## src/rtl/cora16_spi_pkg.sv

```systemverilog
// rtl/cora16_spi_pkg.sv - shared constants and types for the cora16 SPI RAM arbiter
// Holds the SPI command bytes, frame geometry, the arbiter state enum,
// the requester (owner) encoding and a helper that builds a 48-bit frame.
package cora16_spi_pkg;

    localparam logic [7:0] CMD_READ   = 8'h03;
    localparam logic [7:0] CMD_WRITE  = 8'h02;
    localparam int         FRAME_BITS = 48;
    localparam int         DATA_BITS  = 16;

    typedef enum logic [1:0] {
        IDLE,
        SHIFT,
        DONE
    } state_t;

    typedef enum logic {
        OWN_FETCH,
        OWN_DATA
    } owner_t;

    // Command, 24-bit byte address, then 16 data bits (zero for reads).
    function automatic logic [FRAME_BITS-1:0] build_frame(
        input logic                 we,
        input logic [23:0]          baddr,
        input logic [DATA_BITS-1:0] wdata
    );
        return {(we ? CMD_WRITE : CMD_READ), baddr, (we ? wdata : {DATA_BITS{1'b0}})};
    endfunction

endpackage

```

## src/rtl/spi_mem_arbiter_engine.sv

```systemverilog
// rtl/spi_mem_arbiter_engine.sv - SPI mode-0 frame shifter for the RAM arbiter
// Module spi_shift_engine.
// Ports:
//   clk, rst_n         clock, asynchronous active-low reset
//   i_start            load i_frame / i_we and begin a 48-bit frame
//   i_frame, i_we      frame to send (MSB first), 1 = write (miso ignored)
//   i_miso             serial data from the RAM
//   o_finished         high on the cycle whose ending edge completes the frame
//   o_sel/o_sclk/o_mosi registered SPI pins
//   o_rdata            last 16 miso samples of a read frame, held otherwise
module spi_shift_engine
    import cora16_spi_pkg::*;
(
    input  logic                  clk,
    input  logic                  rst_n,
    input  logic                  i_start,
    input  logic [FRAME_BITS-1:0] i_frame,
    input  logic                  i_we,
    input  logic                  i_miso,
    output logic                  o_finished,
    output logic                  o_sel,
    output logic                  o_sclk,
    output logic                  o_mosi,
    output logic [DATA_BITS-1:0]  o_rdata
);

    logic                  r_active;
    logic                  r_phase;     // 0 = low phase, 1 = high phase
    logic [5:0]            r_cnt;
    logic [FRAME_BITS-1:0] r_sreg;      // bits still to send, next one at MSB
    logic [DATA_BITS-1:0]  r_rx;
    logic                  r_we;
    logic                  r_sel;
    logic                  r_sclk;
    logic                  r_mosi;
    logic [DATA_BITS-1:0]  r_rdata;
    logic                  w_last;

    assign w_last     = r_active && r_phase && (r_cnt == 6'(FRAME_BITS - 1));
    assign o_finished = w_last;
    assign o_sel      = r_sel;
    assign o_sclk     = r_sclk;
    assign o_mosi     = r_mosi;
    assign o_rdata    = r_rdata;

    always_ff @(posedge clk or negedge rst_n) begin
        if (!rst_n) begin
            r_active <= 1'b0;
            r_phase  <= 1'b0;
            r_cnt    <= 6'd0;
            r_sreg   <= '0;
            r_rx     <= '0;
            r_we     <= 1'b0;
            r_sel    <= 1'b0;
            r_sclk   <= 1'b0;
            r_mosi   <= 1'b0;
            r_rdata  <= '0;
        end else if (i_start) begin
            // First bit goes straight onto mosi so cycle 1 is its low phase.
            r_active <= 1'b1;
            r_phase  <= 1'b0;
            r_cnt    <= 6'd0;
            r_sreg   <= {i_frame[FRAME_BITS-2:0], 1'b0};
            r_mosi   <= i_frame[FRAME_BITS-1];
            r_we     <= i_we;
            r_sel    <= 1'b1;
            r_sclk   <= 1'b0;
        end else if (r_active) begin
            if (!r_phase) begin
                r_phase <= 1'b1;
                r_sclk  <= 1'b1;
            end else begin
                // Edge ending the high phase: capture miso, drop sclk.
                r_rx    <= {r_rx[DATA_BITS-2:0], i_miso};
                r_phase <= 1'b0;
                r_sclk  <= 1'b0;
                if (w_last) begin
                    r_active <= 1'b0;
                    r_sel    <= 1'b0;
                    r_mosi   <= 1'b0;
                    if (!r_we) begin
                        r_rdata <= {r_rx[DATA_BITS-2:0], i_miso};
                    end
                end else begin
                    r_cnt  <= r_cnt + 6'd1;
                    r_mosi <= r_sreg[FRAME_BITS-1];
                    r_sreg <= {r_sreg[FRAME_BITS-2:0], 1'b0};
                end
            end
        end
    end

endmodule

```

## src/rtl/spi_mem_arbiter.sv

```systemverilog
// rtl/spi_mem_arbiter.sv - round-robin arbiter sharing one SPI RAM between fetch and data
// Ports:
//   clk, rst_n                       clock, asynchronous active-low reset
//   f_req, f_addr, f_done            fetch requester (read only)
//   d_req, d_we, d_addr, d_wdata,
//   d_done                           data requester (read or write)
//   rdata                            read result, valid in the done cycle, held
//   busy                             high whenever the arbiter is not idle
//   spi_select/spi_clk/spi_mosi/
//   spi_miso                         SPI RAM pins (mode 0, select active-high)
module spi_mem_arbiter
    import cora16_spi_pkg::*;
#(
    parameter int ADDR_W = 16
) (
    input  logic                 clk,
    input  logic                 rst_n,
    input  logic                 f_req,
    input  logic [ADDR_W-1:0]    f_addr,
    output logic                 f_done,
    input  logic                 d_req,
    input  logic                 d_we,
    input  logic [ADDR_W-1:0]    d_addr,
    input  logic [DATA_BITS-1:0] d_wdata,
    output logic                 d_done,
    output logic [DATA_BITS-1:0] rdata,
    output logic                 busy,
    output logic                 spi_select,
    output logic                 spi_clk,
    output logic                 spi_mosi,
    input  logic                 spi_miso
);

    state_t                r_state;
    state_t                w_next;
    owner_t                r_owner;
    owner_t                r_last;
    owner_t                w_owner;
    logic                  r_f_done;
    logic                  r_d_done;
    logic                  w_start;
    logic                  w_we;
    logic                  w_finished;
    logic [FRAME_BITS-1:0] w_frame;
    logic [23:0]           w_f_baddr;
    logic [23:0]           w_d_baddr;

    // Word address to byte address: zero-extend, then append a 0 LSB.
    assign w_f_baddr = 24'(f_addr) << 1;
    assign w_d_baddr = 24'(d_addr) << 1;

    assign f_done = r_f_done;
    assign d_done = r_d_done;
    assign busy   = (r_state != IDLE);

    always_comb begin
        w_next  = r_state;
        w_start = 1'b0;
        w_owner = r_owner;
        w_we    = 1'b0;
        w_frame = '0;
        case (r_state)
            IDLE: begin
                // Fetch wins a tie only if data was served last.
                if (f_req && (!d_req || r_last == OWN_DATA)) begin
                    w_start = 1'b1;
                    w_owner = OWN_FETCH;
                    w_frame = build_frame(1'b0, w_f_baddr, '0);
                    w_next  = SHIFT;
                end else if (d_req) begin
                    w_start = 1'b1;
                    w_owner = OWN_DATA;
                    w_we    = d_we;
                    w_frame = build_frame(d_we, w_d_baddr, d_wdata);
                    w_next  = SHIFT;
                end
            end
            SHIFT: begin
                if (w_finished) begin
                    w_next = DONE;
                end
            end
            DONE:    w_next = IDLE;
            default: w_next = IDLE;
        endcase
    end

    always_ff @(posedge clk or negedge rst_n) begin
        if (!rst_n) begin
            r_state  <= IDLE;
            r_owner  <= OWN_FETCH;
            r_last   <= OWN_DATA;
            r_f_done <= 1'b0;
            r_d_done <= 1'b0;
        end else begin
            r_state  <= w_next;
            r_owner  <= w_owner;
            r_f_done <= w_finished && (r_owner == OWN_FETCH);
            r_d_done <= w_finished && (r_owner == OWN_DATA);
            if (r_state == DONE) begin
                r_last <= r_owner;
            end
        end
    end

    spi_shift_engine u_engine (
        .clk        (clk),
        .rst_n      (rst_n),
        .i_start    (w_start),
        .i_frame    (w_frame),
        .i_we       (w_we),
        .i_miso     (spi_miso),
        .o_finished (w_finished),
        .o_sel      (spi_select),
        .o_sclk     (spi_clk),
        .o_mosi     (spi_mosi),
        .o_rdata    (rdata)
    );

endmodule

```

## config.mk

```make
export PLATFORM = sky130hd
export DESIGN_NAME = spi_mem_arbiter
export DESIGN_NICKNAME = d
export VERILOG_FILES = /design/src/rtl/cora16_spi_pkg.sv /design/src/rtl/spi_mem_arbiter_engine.sv /design/src/rtl/spi_mem_arbiter.sv
export SDC_FILE = /design/constraint.sdc
export NUM_CORES = 1
export LEC_CHECK = 0
export ABC_CLOCK_PERIOD_IN_PS = 2000
export BUFFER_PORTS_ARGS = -buffer_cell sky130_fd_sc_hd__buf_2
export CAP_MARGIN = 20
export CORE_MARGIN = 8
export CORE_UTILIZATION = 23
export DETAILED_ROUTE_END_ITERATION = 10
export PLACE_DENSITY = 0.51
export SKIP_LAST_GASP = 1
export SLEW_MARGIN = 20
export SYNTH_ARGS = -nofsm -noshare
export SYNTH_HDL_FRONTEND = slang
export SYNTH_SLANG_ARGS = --single-unit
```

## constraint.sdc

```tcl
create_clock -name clk -period 2 [get_ports clk]
set_clock_uncertainty 0.2 [all_clocks]
set_input_delay 0.4 -clock clk [delete_from_list [all_inputs] [get_ports clk]]
set_output_delay 0.4 -clock clk [all_outputs]
set_load 0.05 [all_outputs]
```

# After elaboration in Yosys (flattened, before gate mapping)
# Index checks and enable logic that the tools add are counted.
# classes
n_lt_le_gt_ge	0
bitwise	3
div_mod_pow	0
n_mux	40
n_reduce_logical	20
eq_ne	6
multipliers	0
n_shift	0
n_addsub	1
# op_table
op	count
two-way mux 48 bit	4
two-way mux 42 bit	3
two-way mux 1 bit	24
two-way mux 6 bit	4
two-way mux 16 bit	1
nonzero test 2 bit	5
AND reduction 3 bit	3
adder 6 x 1 -> 6 bit (second input constant)	1
equality test 6 bit (second input constant)	1
two-way mux 2 bit	3
AND reduction 2 bit	3
logical AND 1 bit	5
AND reduction 5 bit	1
case mux 2 bit (2 select lines)	1
!= test 3 bit (second input constant)	1
inverter 1 bit	3
equality test 2 x 1 -> 1 bit (second input constant)	1
equality test 2 bit (second input constant)	1
logical NOT 2 bit	1
!= test 2 x 1 -> 1 bit (second input constant)	1
!= test 2 bit (second input constant)	1
logical NOT 1 bit	1
logical OR 1 bit	1
# word_totals
input_bits	54
ramBits	0
latch_bits	0
romBits	0
memories	0
output_inout_bits	22
word_cells	84
regBits	96

# Depth between registers and ports, before layout
# Gate-level depths: netlist of run 1.
# logic_depth
word_depth	7
depth_mapped	7
mapped_depth_nobuf	5

# Modules after synthesis
# From an unflattened synthesis of run 1, not the netlist that was laid out.
# unflattened
hier_cells	598
hier_area_um2	5621.6
# by_module_without_submodules
mod	area_each_um2	n_inst	seq_area_each_um2	cells_per_inst
spi_shift_engine	4875.9	1	2227.1	497
spi_mem_arbiter	745.7	1	151.4	101

# Worst setup path before layout of run 1
# OpenSTA, ideal clock, no wires.
# synth_timing
path_type	flip-flop to flip-flop
from	reg u_engine.o_sclk (netlist name)
to	reg u_engine.r_rdata[10], in the netlist u_engine.o_rdata[10]
arrival_ps	1869
period_less_slack_ps	2194
setup_slack_ps	-194
n_path_buf	2
setup_ps	125
path_stages_with_launch	7
required_time_ps	1675
cell_sequence	dfrtp_1 > and2_1 > buf_2 > o21ai_4 > nor3_4 > buf_12 > mux2_4
# synth_rtl
element	line	text
to (signal assigned)	spi_mem_arbiter_engine.sv:82	r_rdata <= {r_rx[DATA_BITS-2:0], i_miso};
to (decl)	spi_mem_arbiter_engine.sv:36	logic [DATA_BITS-1:0] r_rdata;

# Worst setup path after layout of run 1
# layout_timing
from	reg u_engine.r_cnt[0]
to	reg u_engine.r_rdata[2], in the netlist u_engine.o_rdata[2]
# layout_via
elab_chain_len	3
# layout_rtl
element	line	text
from (decl)	spi_mem_arbiter_engine.sv:29	logic [5:0] r_cnt;
from (signal assigned)	spi_mem_arbiter_engine.sv:85	r_cnt <= r_cnt + 6'd1;
equality test 6 bit	spi_mem_arbiter_engine.sv:39	assign w_last = r_active && r_phase && (r_cnt == 6'(FRAME_BITS - 1));
logical AND 1 bit	spi_mem_arbiter_engine.sv:39	
AND reduction 5 bit (no line)	-	
# Every way passes these cells.
# A chain may end at the register's enable or synchronous reset.

==> flow_metrics.tcl, run 1 <==
set metrics [dict create \
    outcome "finished, violations left" \
    violations "setup timing" \
    setup_viol 1 \
    irDropWorstVdd_mv 0.5190 \
    overflow 0 \
    die_h_um 148.0 \
    worst_pin_slew_ps 474.3 \
    dp_slack_ps -87.80 \
    track_usage_pct 9.540 \
    cp.arrival_ps 2030 \
    yosys_register_bits 95 \
    yosysUniqueCellTypes 42 \
    fmax_ghz 0.4993 \
    syn-num-nets 373 \
    synthArstFlopShare_pct 100.0 \
    netlist_instances 318 \
    cts_buffers 9 \
    die-area_sq_um 21890 \
    start_kind "flip-flop" \
    rr_worst_depth 6 \
    hold_class "input pin to flip-flop" \
    fin_area_sq_um 5179 \
    maxSlewViolCount 0 \
    wl_per_cell_um 16.14 \
    drc 0 \
    finalSetupTns_ps -2.739 \
    cap_violations 0 \
    nets 464 \
    finalHoldViolations 0 \
    max_slew_margin_pct 68.38 \
    synth_fa_ha_area_share_pct 0.3124 \
    path_class "flip-flop to flip-flop" \
    grt_pass1_vias 3166 \
    port_buffers 75 \
    placed_area_sq_um 4831 \
    yosysTopAreaCell "dfrtp_1" \
    synthSimpleGateAreaFrac_pct 7.029 \
    cts.sinks 95 \
    dp_hpwl_um 7430 \
    leakagePower_nw 2.374 \
    core_sq_um 17180 \
    r2r-end "u_engine.o_rdata[2]$_DFFE_PN0P_" \
    synth_top_area_share_pct 58.73 \
    r2r_setup_slack_ps -3 \
    die_w_um 148.0 \
    synthFlopType "dfrtp_1" \
    vias_per_cell 4.613 \
    yosys_warnings 0 \
    fin_ws_ps -2.739 \
    rows 48 \
    clkTransAtPathRegs_ps 70 \
    worstPathMaxFanout 16 \
    antenna_found_initial 2 \
    layout_min_cycle_time_ps 2003 \
    ys_seq_area_share_pct 59.39 \
    hold_depth 2 \
    drtIter0Drc 263 \
    synthMuxAreaShare_pct 11.50 \
    rr_startpoint "u_engine.r_cnt[0]$_DFFE_PN0P_" \
    synth_commonest_cells "94 x dfrtp_1, 34 x a21oi_1, 27 x nor3_1" \
    synthTopCellsByArea "dfrtp_1 59%, mux2_2 6.5%, a21oi_1 4.2%" \
    cts_tree "built" \
    synthXorXnorAreaFrac_pct 0.8747 \
    num_antenna_cells 0 \
    drive_gt1_share_pct 39.61 \
    ant_nets 0 \
    insertion_delay_ps 340 \
    postLayoutCoreUtil_pct 30.15 \
    hp-start "d_wdata[0]" \
    initial_core_util_pct 23.32 \
    num_vias 2948 \
    rsz0062_at_grt "true" \
    critPathCaptureType "flip-flop" \
    cts_root_buf "clkbuf_16" \
    cp.required_ps 2020 \
    htree_levels 3 \
    period_share_pct 100.1 \
    avgSynthCellArea_sq_um 12.59 \
    synth_most_common_cell "dfrtp_1" \
    wl_um 10310 \
    grt_pass1_wl_um 16480 \
    place.gp.congestion 0.7252 \
    synth_top_family_by_area "compound AO/OA/AOI/OAI gates" \
    syn_area_sq_um 4005 \
    area_growth_pct 29.30 \
    cts_buffer_depth 2 \
    drtPass1Iterations 9 \
    p_per_area_nw_per_um2 1527 \
    grt_max_degree 34 \
    ios 76 \
    whs_endpoint "u_engine.r_sreg[1]$_DFFE_PN0P_" \
    synth-edff-count 0 \
    synth_compound_area_share_pct 17.40 \
]
## what timing repair did
item                                   4_1_cts  5_1_grt
pin swaps                                    0        2
gates resized for setup                      0        6
hold buffers                                 1        0
endpoints found under the hold margin       29        0
gates cloned                                 0        0
setup buffers                                0        2
setup endpoints to repair                    5       57
## kinds of logic (layout without fill, tap and decap cells)
logic type | count (synthesis) | after routing
buffers and inverters | 28 | 124
and+or+nand+nor | 55 | 55
muxes | 38 | 38
DFF | 95 | 95
adders and majority gates | 1 | 1
AOI/OAI and AO/OA | 97 | 97
xor gates and xnor gates | 4 | 4
## placed cells by master, fill, tap and decap left out, types with 2 or more instances in the layout
cell type   count
a21o_1          3
a21oi_1        34
a221oi_1        4
a222oi_1       12
a22o_1         17
a22oi_1        14
buf_12          4
buf_2          73
buf_4          23
clkbuf_16       9
clkinvlp_4      4
dfrtp_1        93
inv_1           5
mux2_2         14
mux2_4         19
mux2i_1         4
nand2_1         5
nand3_1         2
nor2_1         11
nor2_4          2
nor3_1         27
o21ai_0         3
o21ai_2         2
xnor2_1         3
## registers in the layout (all words and copies together), names as in the netlist, 2 cells and up
name,count
u_engine.o_rdata,16
u_engine.r_cnt,6
r_state,2
u_engine.r_sreg,47
u_engine.r_rx,15
## how the worst max path moves through the flow
stage	to	start
CTS	u_engine.o_rdata[2]$_DFFE_PN0P_	u_engine.r_cnt[0]$_DFFE_PN0P_
finish	u_engine.o_rdata[2]$_DFFE_PN0P_	u_engine.r_cnt[0]$_DFFE_PN0P_
detailed placement	u_engine.r_sreg[29]$_DFFE_PN0P_	d_req
global placement	u_engine.r_sreg[21]$_DFFE_PN0P_	d_req
global route	u_engine.o_rdata[5]$_DFFE_PN0P_	u_engine.r_cnt[1]$_DFFE_PN0P_
floorplan	u_engine.o_rdata[10]$_DFFE_PN0P_	r_state[1]$_DFFE_PN0P_
## critical path: stages (launching register included)
cell	delay (ps)
dfrtp_1	350
ha_1	190
nand3_2	110
or2_4	300
nor3_4	200
buf_12	190
mux2_2	350
## where the power goes
group | internal, W | switching [W]
clock network | 0.000984 | 0.000750
logic | 0.00143 | 0.00163
registers | 0.00266 | 0.000458
## stage by stage
stage               instances  hold slack [ps]  power [W]
floorplan                 318           -95.59   0.005340
global placement          620            181.0   0.006113
detailed placement        620            189.8   0.006212
CTS                       637            66.37   0.008005
global route              639            79.06   0.008440
finish                    639            85.26   0.007908
## cell type report
cell class	instances	area, sq um
fillers	1793	12000
clock inverters	7	81.33
repair buffers	102	639.4
inverters	6	26.28
well taps	225	281.5
clock buffers	9	225.2
multi-input cells	195	1545
flip-flops and latches	95	2380
## metal layers
layer  up-vias  track usage (%)  share of wire, %  wire, um
met2        74            15.43                49      5069
met1      1485            11.36                43      4411
met4         4            4.589               1.4       144
met3        11            2.874               6.5       668
met5         -                0              0.18        19
li1       1374                -                 -         -
Note: power is estimated with default switching activity, not from simulation.
==> inputs of run 2 (changes only) <==
==> constraint.sdc (replaced) <==
create_clock -name clk -period 2 [get_ports clk]
set_clock_uncertainty 0.2 [all_clocks]
set_input_delay 0.1 -clock clk [delete_from_list [all_inputs] [get_ports clk]]
set_output_delay 0.1 -clock clk [all_outputs]
set_load 0.05 [all_outputs]
==> run 2 against run 1 <==
Register-to-register slack better by 60 ps; sequential power about the same; via count rose by 9.5%; utilization increased by 3.3 points; combinational power rose by 6%; non-clock buffer count grew 55; flip-flop and latch count unchanged; fmax grew 3.0%; the flow now finishes without violations; first-iteration DRC count up 4.2%.
==> flow_metrics.tcl, run 2 (same netlist as run 1, synthesis figures left out) <==
set metrics [dict create \
    outcome "completed" \
    die_h_um 148.0 \
    finalHoldViolations 0 \
    fmax_ghz 0.5143 \
    crit_family "buffers and inverters" \
    initial_core_util_pct 23.32 \
    top_register "u_engine.r_sreg" \
    grt_pass1_wl_um 18160 \
    rsz0062_at_grt "true" \
    cts_buffer_depth 2 \
    crit_chain "dlygate4sd3_1 -> buf_2 -> nor2_1 -> o21ai_4 -> nor3_4 -> buf_4 -> mux2_4" \
    fin_ws_ps 55.57 \
    htree_levels 3 \
    drtIter0Drc 274 \
    layout_min_cycle_time_ps 1944 \
    power_switching_share_pct 35.74 \
    dp_hpwl_um 7451 \
    cp_slowest_stage_delay_ps 540 \
    grt_pass1_vias 3458 \
    rows 48 \
    critPathCaptureType "flip-flop" \
    hold_class "input pin to async pin" \
    cts.sinks 95 \
    maxSlewViolCount 0 \
    wl_per_cell_um 16.11 \
    final_common_cell "dfrtp_1" \
    wl_um 11200 \
    r2r-end "u_engine.o_rdata[13]$_DFFE_PN0P_" \
    cts_root_buf "clkbuf_16" \
    antenna_found_initial 1 \
    drive_gt1_share_pct 36.67 \
    final_cell_mix "93 x dfrtp_1, 74 x buf_2, 52 x dlygate4sd3_1" \
    cp.arrival_ps 1970 \
    path_class "input pin to flip-flop" \
    place.gp.congestion 0.7627 \
    p_per_area_nw_per_um2 1419 \
    worst_pin_slew_ps 465.8 \
    cts_tree "built" \
    pwr-share-comb_pct 39.8 \
    fillCellCount 1739 \
    grt_max_degree 49 \
    track_usage_pct 10.42 \
    max_slew_margin_pct 68.94 \
    postLayoutCoreUtil_pct 33.44 \
    vias_per_cell 4.645 \
    crit_buf_inv 3 \
    p_int_w 0.005237 \
    r2r_setup_slack_ps 60 \
    switching_power_w 0.002912 \
    port_buffers 75 \
    worstPathMaxFanout 8 \
    cp.required_ps 2030 \
    ios 76 \
    drtPass1Iterations 5 \
    start_kind "input pin" \
    nets 519 \
    core_sq_um 17180 \
    clkTransAtPathRegs_ps 70 \
    insertion_delay_ps 340 \
    period_share_pct 97.22 \
    num_vias 3228 \
    rr_startpoint "u_engine.r_cnt[0]$_DFFE_PN0P_" \
    drc 0 \
    die_w_um 148.0 \
    dp_slack_ps -7.728 \
    leakagePower_nw 2.604 \
    rr_worst_depth 6 \
    largest_reg_flops 47 \
    cap_violations 0 \
    pwr-share-seq_pct 38.6 \
    irDropWorstVdd_mv 0.5088 \
    ant_nets 0 \
    pwr-share-clk_pct 21.7 \
    overflow 0 \
    setup_viol 0 \
    cts_buffers 9 \
    die-area_sq_um 21890 \
    area_growth_pct 43.39 \
    cp_slowest_cell "dlygate4sd3_1" \
]
## run 2: how the worst max path moves through the flow
stage | cells after the start | startpoint | to | slack [ps]
4_1_cts | 7 | u_engine.r_cnt[0]$_DFFE_PN0P_ | u_engine.o_rdata[9]$_DFFE_PN0P_ | 1
5_1_grt | 7 | f_req | u_engine.o_rdata[9]$_DFFE_PN0P_ | -30
6_report | 7 | f_req | u_engine.o_rdata[13]$_DFFE_PN0P_ | 60
2_1_floorplan | 6 | r_state[1]$_DFFE_PN0P_ | u_engine.o_rdata[10]$_DFFE_PN0P_ | -70
3_5_place_dp | 6 | u_engine.r_cnt[0]$_DFFE_PN0P_ | u_engine.o_rdata[2]$_DFFE_PN0P_ | -8
3_3_place_gp | 6 | u_engine.r_cnt[0]$_DFFE_PN0P_ | u_engine.o_rdata[3]$_DFFE_PN0P_ | 30
## run 2: what timing repair did
item | CTS | global route
endpoints found under the setup margin | 7 | 63
endpoints found under the hold margin | 130 | 0
pin swaps | 4 | 5
hold buffers | 52 | 0
buffers inserted | 5 | 5
resized for setup | 9 | 14
gates cloned | 1 | 1
## run 2: layer usage
| metal | vias to the layer above | wire, um | track usage [%] | part of all wire [%] |
|---|---|---|---|---|
| met5 | - | 0 | 0 | 0 |
| met4 | 0 | 347 | 5.966 | 3.1 |
| met3 | 24 | 384 | 2.446 | 3.4 |
| met2 | 91 | 5536 | 16.67 | 49 |
| met1 | 1627 | 4929 | 12.63 | 44 |
| li1 | 1486 | - | - | - |
## run 2: power by group through the flow
| stage | Combinational, W | Clock [W] | Sequential [W] |
|---|---|---|---|
| 6_report | 0.00324 | 0.00177 | 0.00314 |
| 3_3_place_gp | 0.00298 | 0 | 0.00314 |
| 5_1_grt | 0.00353 | 0.00193 | 0.00323 |
| 4_1_cts | 0.00323 | 0.00183 | 0.00315 |
| 3_5_place_dp | 0.00306 | 0 | 0.00317 |
| 2_1_floorplan | 0.00201 | 0 | 0.00333 |
## run 2: layout make-up
type | count | area, sq um | share of cell area [%]
Antenna cell | 1 | 2.502 | 0.04357
Clock inverter | 6 | 67.56 | 1.176
Clock buffer | 10 | 239.0 | 4.161
Sequential cell | 95 | 2380 | 41.44
Multi-Input combinational cell | 195 | 1587 | 27.63
Tap cell | 225 | 281.5 | 4.902
Timing Repair Buffer | 157 | 1160 | 20.20
Inverter | 6 | 26.28 | 0.4575
## run 2: stage by stage
step                      power (W)  area [sq um]  std cells  hold slack, ps  setup TNS, ps
after floorplan            0.005340          4055        318          -395.6          -1276
after global placement     0.006121          4796        617          -165.6              0
after detailed placement   0.006233          4796        617          -158.7         -20.80
after CTS                  0.008204          5717        691           8.707              0
after global routing       0.008692          5743        695           24.33         -294.0
final                      0.008149          5743        695           4.558              0
==> inputs of run 3 (changes only) <==
--- a/config.mk
+++ b/config.mk
@@ -9,8 +9,9 @@
 export BUFFER_PORTS_ARGS = -buffer_cell sky130_fd_sc_hd__buf_2
 export CAP_MARGIN = 20
-export CORE_MARGIN = 8
+export CORE_MARGIN = 2
 export CORE_UTILIZATION = 23
 export DETAILED_ROUTE_END_ITERATION = 10
 export PLACE_DENSITY = 0.51
+export SETUP_SLACK_MARGIN = 0.5
 export SKIP_LAST_GASP = 1
 export SLEW_MARGIN = 20
==> constraint.sdc (replaced) <==
create_clock -name clk -period 2 [get_ports clk]
set_clock_uncertainty 0.2 [all_clocks]
set_input_delay 0.3 -clock clk [delete_from_list [all_inputs] [get_ports clk]]
set_output_delay 0.3 -clock clk [all_outputs]
set_load 0.05 [all_outputs]
==> run 3 against run 2 <==
Setup slack improved by 3.3 ps; combinational power grew 38%; global-route usage up 1.4 points; final area rose by 7.3%; via count is 1.5% lower; utilization up 2.4 points; clock power increased by 12%; routed wire length shrank 1.1%; register-to-register slack hardly changed; worst hold slack better by 44 ps; final cell count fell by 1.4%; fmax grew 0.17%; largest cell class unchanged.
==> flow_metrics.tcl, run 3 (same netlist as run 1, synthesis figures left out) <==
set metrics [dict create \
    irDropWorstVdd_mv 0.5418 \
    worstPathMaxFanout 8 \
    rsz0062_at_grt "true" \
    overflow 0 \
    critPathCaptureType "flip-flop" \
    worst_pin_slew_ps 379.9 \
    grt_pass1_vias 3262 \
    final_cell_mix "93 x dfrtp_1, 59 x buf_2, 31 x buf_4" \
    cp.arrival_ps 1960 \
    hold_class "input pin to flip-flop" \
    cts_buffer_depth 2 \
    top_register "u_engine.r_sreg" \
    nets 510 \
    dp_hpwl_um 6852 \
    grt_pass1_wl_um 17080 \
    outcome "completed" \
    num_antenna_cells 0 \
    insertion_delay_ps 340 \
    ant_nets 0 \
    wl_per_cell_um 16.17 \
    rr_worst_depth 7 \
    initial_core_util_pct 23.32 \
    max_slew_margin_pct 74.67 \
    port_buffers 75 \
    grt_max_degree 49 \
    fmax_ghz 0.5152 \
    postLayoutCoreUtil_pct 35.86 \
    die_h_um 136.0 \
    largest_reg_flops 47 \
    cts.sinks 95 \
    cp_slowest_cell "dfrtp_1" \
    period_share_pct 97.05 \
    place.gp.congestion 0.7500 \
    drc 0 \
    final_common_cell "dfrtp_1" \
    leakagePower_nw 2.783 \
    antenna_found_initial 0 \
    core_sq_um 17180 \
    hold_depth 3 \
    maxSlewViolCount 0 \
    die_w_um 136.0 \
    crit_chain "ha_4 -> nand3_4 -> or2_4 -> nor3_4 -> buf_6 -> buf_12 -> mux2_2" \
    drtIter0Drc 250 \
    path_class "flip-flop to flip-flop" \
    htree_levels 3 \
    cp_slowest_stage_delay_ps 390 \
    cts_tree "built" \
    cp.required_ps 2020 \
    num_vias 3181 \
    drtPass1Iterations 7 \
    finalHoldViolations 0 \
    cts_buffers 9 \
    track_usage_pct 11.80 \
    p_per_area_nw_per_um2 1565 \
    rows 48 \
    wl_um 11080 \
    cap_violations 0 \
    clkTransAtPathRegs_ps 70 \
    die-area_sq_um 18490 \
    cts_root_buf "clkbuf_16" \
    ios 76 \
    area_growth_pct 53.80 \
    start_kind "flip-flop" \
    timing.hold.ws_ps 48.32 \
    drive_gt1_share_pct 53.91 \
    setup_viol 0 \
    vias_per_cell 4.644 \
    layout_min_cycle_time_ps 1941 \
]
[run 3: cell types whose count changed in the layout (fill, tap and decap cells not counted), moves of 5 or more]
cell / previous run / this run
dlygate4sd3_1: 52 / 3
buf_6: 3 / 24
buf_2: 74 / 59
nor3_1: 27 / 15
nor3_2: 0 / 12
clkbuf_4: 0 / 11
buf_12: 2 / 9
a21oi_1: 34 / 28
buf_8: 0 / 6
nor2_1: 10 / 4
a21oi_2: 0 / 5
buf_4: 26 / 31
[run 3: final timing paths]
| path | start | endpoint | slack (ps) |
|---|---|---|---|
| worst min register to register | r_owner$_DFFE_PN0P_ | f_done$_DFF_PN0_ | 250 |
| worst min-delay path | d_addr[14] | u_engine.r_sreg[32]$_DFFE_PN0P_ | 50 |
| worst max register to register | u_engine.r_cnt[0]$_DFFE_PN0P_ | u_engine.o_rdata[5]$_DFFE_PN0P_ | 60 |
| min in group asynchronous | rst_n | u_engine.o_rdata[6]$_DFFE_PN0P_ | 210 |
| worst max-delay path | u_engine.r_cnt[0]$_DFFE_PN0P_ | u_engine.o_rdata[5]$_DFFE_PN0P_ | 60 |
| max in group asynchronous | rst_n | u_engine.o_sclk$_DFFE_PN0P_ | 740 |
[run 3: what timing repair did]
item / CTS / global route
hold endpoints to repair: 26 / 0
setup buffers: 20 / 10
resized for setup: 68 / 58
pin swaps: 26 / 27
hold buffers: 3 / 0
setup endpoints to repair: 93 / 107
cloned: 9 / 2
[run 3: routing by layer]
| metal | vias up | routed length [um] | global-route usage, % |
|---|---|---|---|
| li1 | 1475 | - | - |
| met1 | 1646 | 5168 | 16.08 |
| met2 | 55 | 5494 | 18.88 |
| met3 | 5 | 322 | 2.013 |
| met4 | 0 | 93 | 4.282 |
| met5 | - | 0 | 0 |
[run 3: worst max-delay path, delay by kind of cell (launching register included)]
family        cells  cell delay, ps
buf+inv           2             250
mux               1             320
simple gates      3             480
fa+ha+maj         1             160
flops             1             390
[run 3: through the flow]
stage / setup slack (ps) / TNS [ps] / power, W / instances / area, sq um
2_1_floorplan: -68.59 / -1236 / 0.005473 / 318 / 4121
3_3_place_gp: -146.8 / -1433 / 0.006348 / 625 / 4915
3_5_place_dp: -179.3 / -1995 / 0.006435 / 625 / 4915
4_1_cts: 65.83 / 0 / 0.009087 / 673 / 5804
5_1_grt: -25.44 / -63.20 / 0.01019 / 685 / 6160
6_report: 58.92 / 0 / 0.009637 / 685 / 6160
[run 3: power breakdown]
group | switching [W] | internal [W]
logic | 0.00204 | 0.00243
registers | 0.000518 | 0.00267
clock network | 0.000752 | 0.00123
[run 3: final cells by class]
type / count / area [sq um]
clock inverter: 6 / 116.4
timing repair buffer: 147 / 1286
fill: 1708 / 11020
inverter: 6 / 26.28
tap: 225 / 281.5
multi-input combinational: 196 / 1841
clock buffer: 10 / 229.0
sequential: 95 / 2380
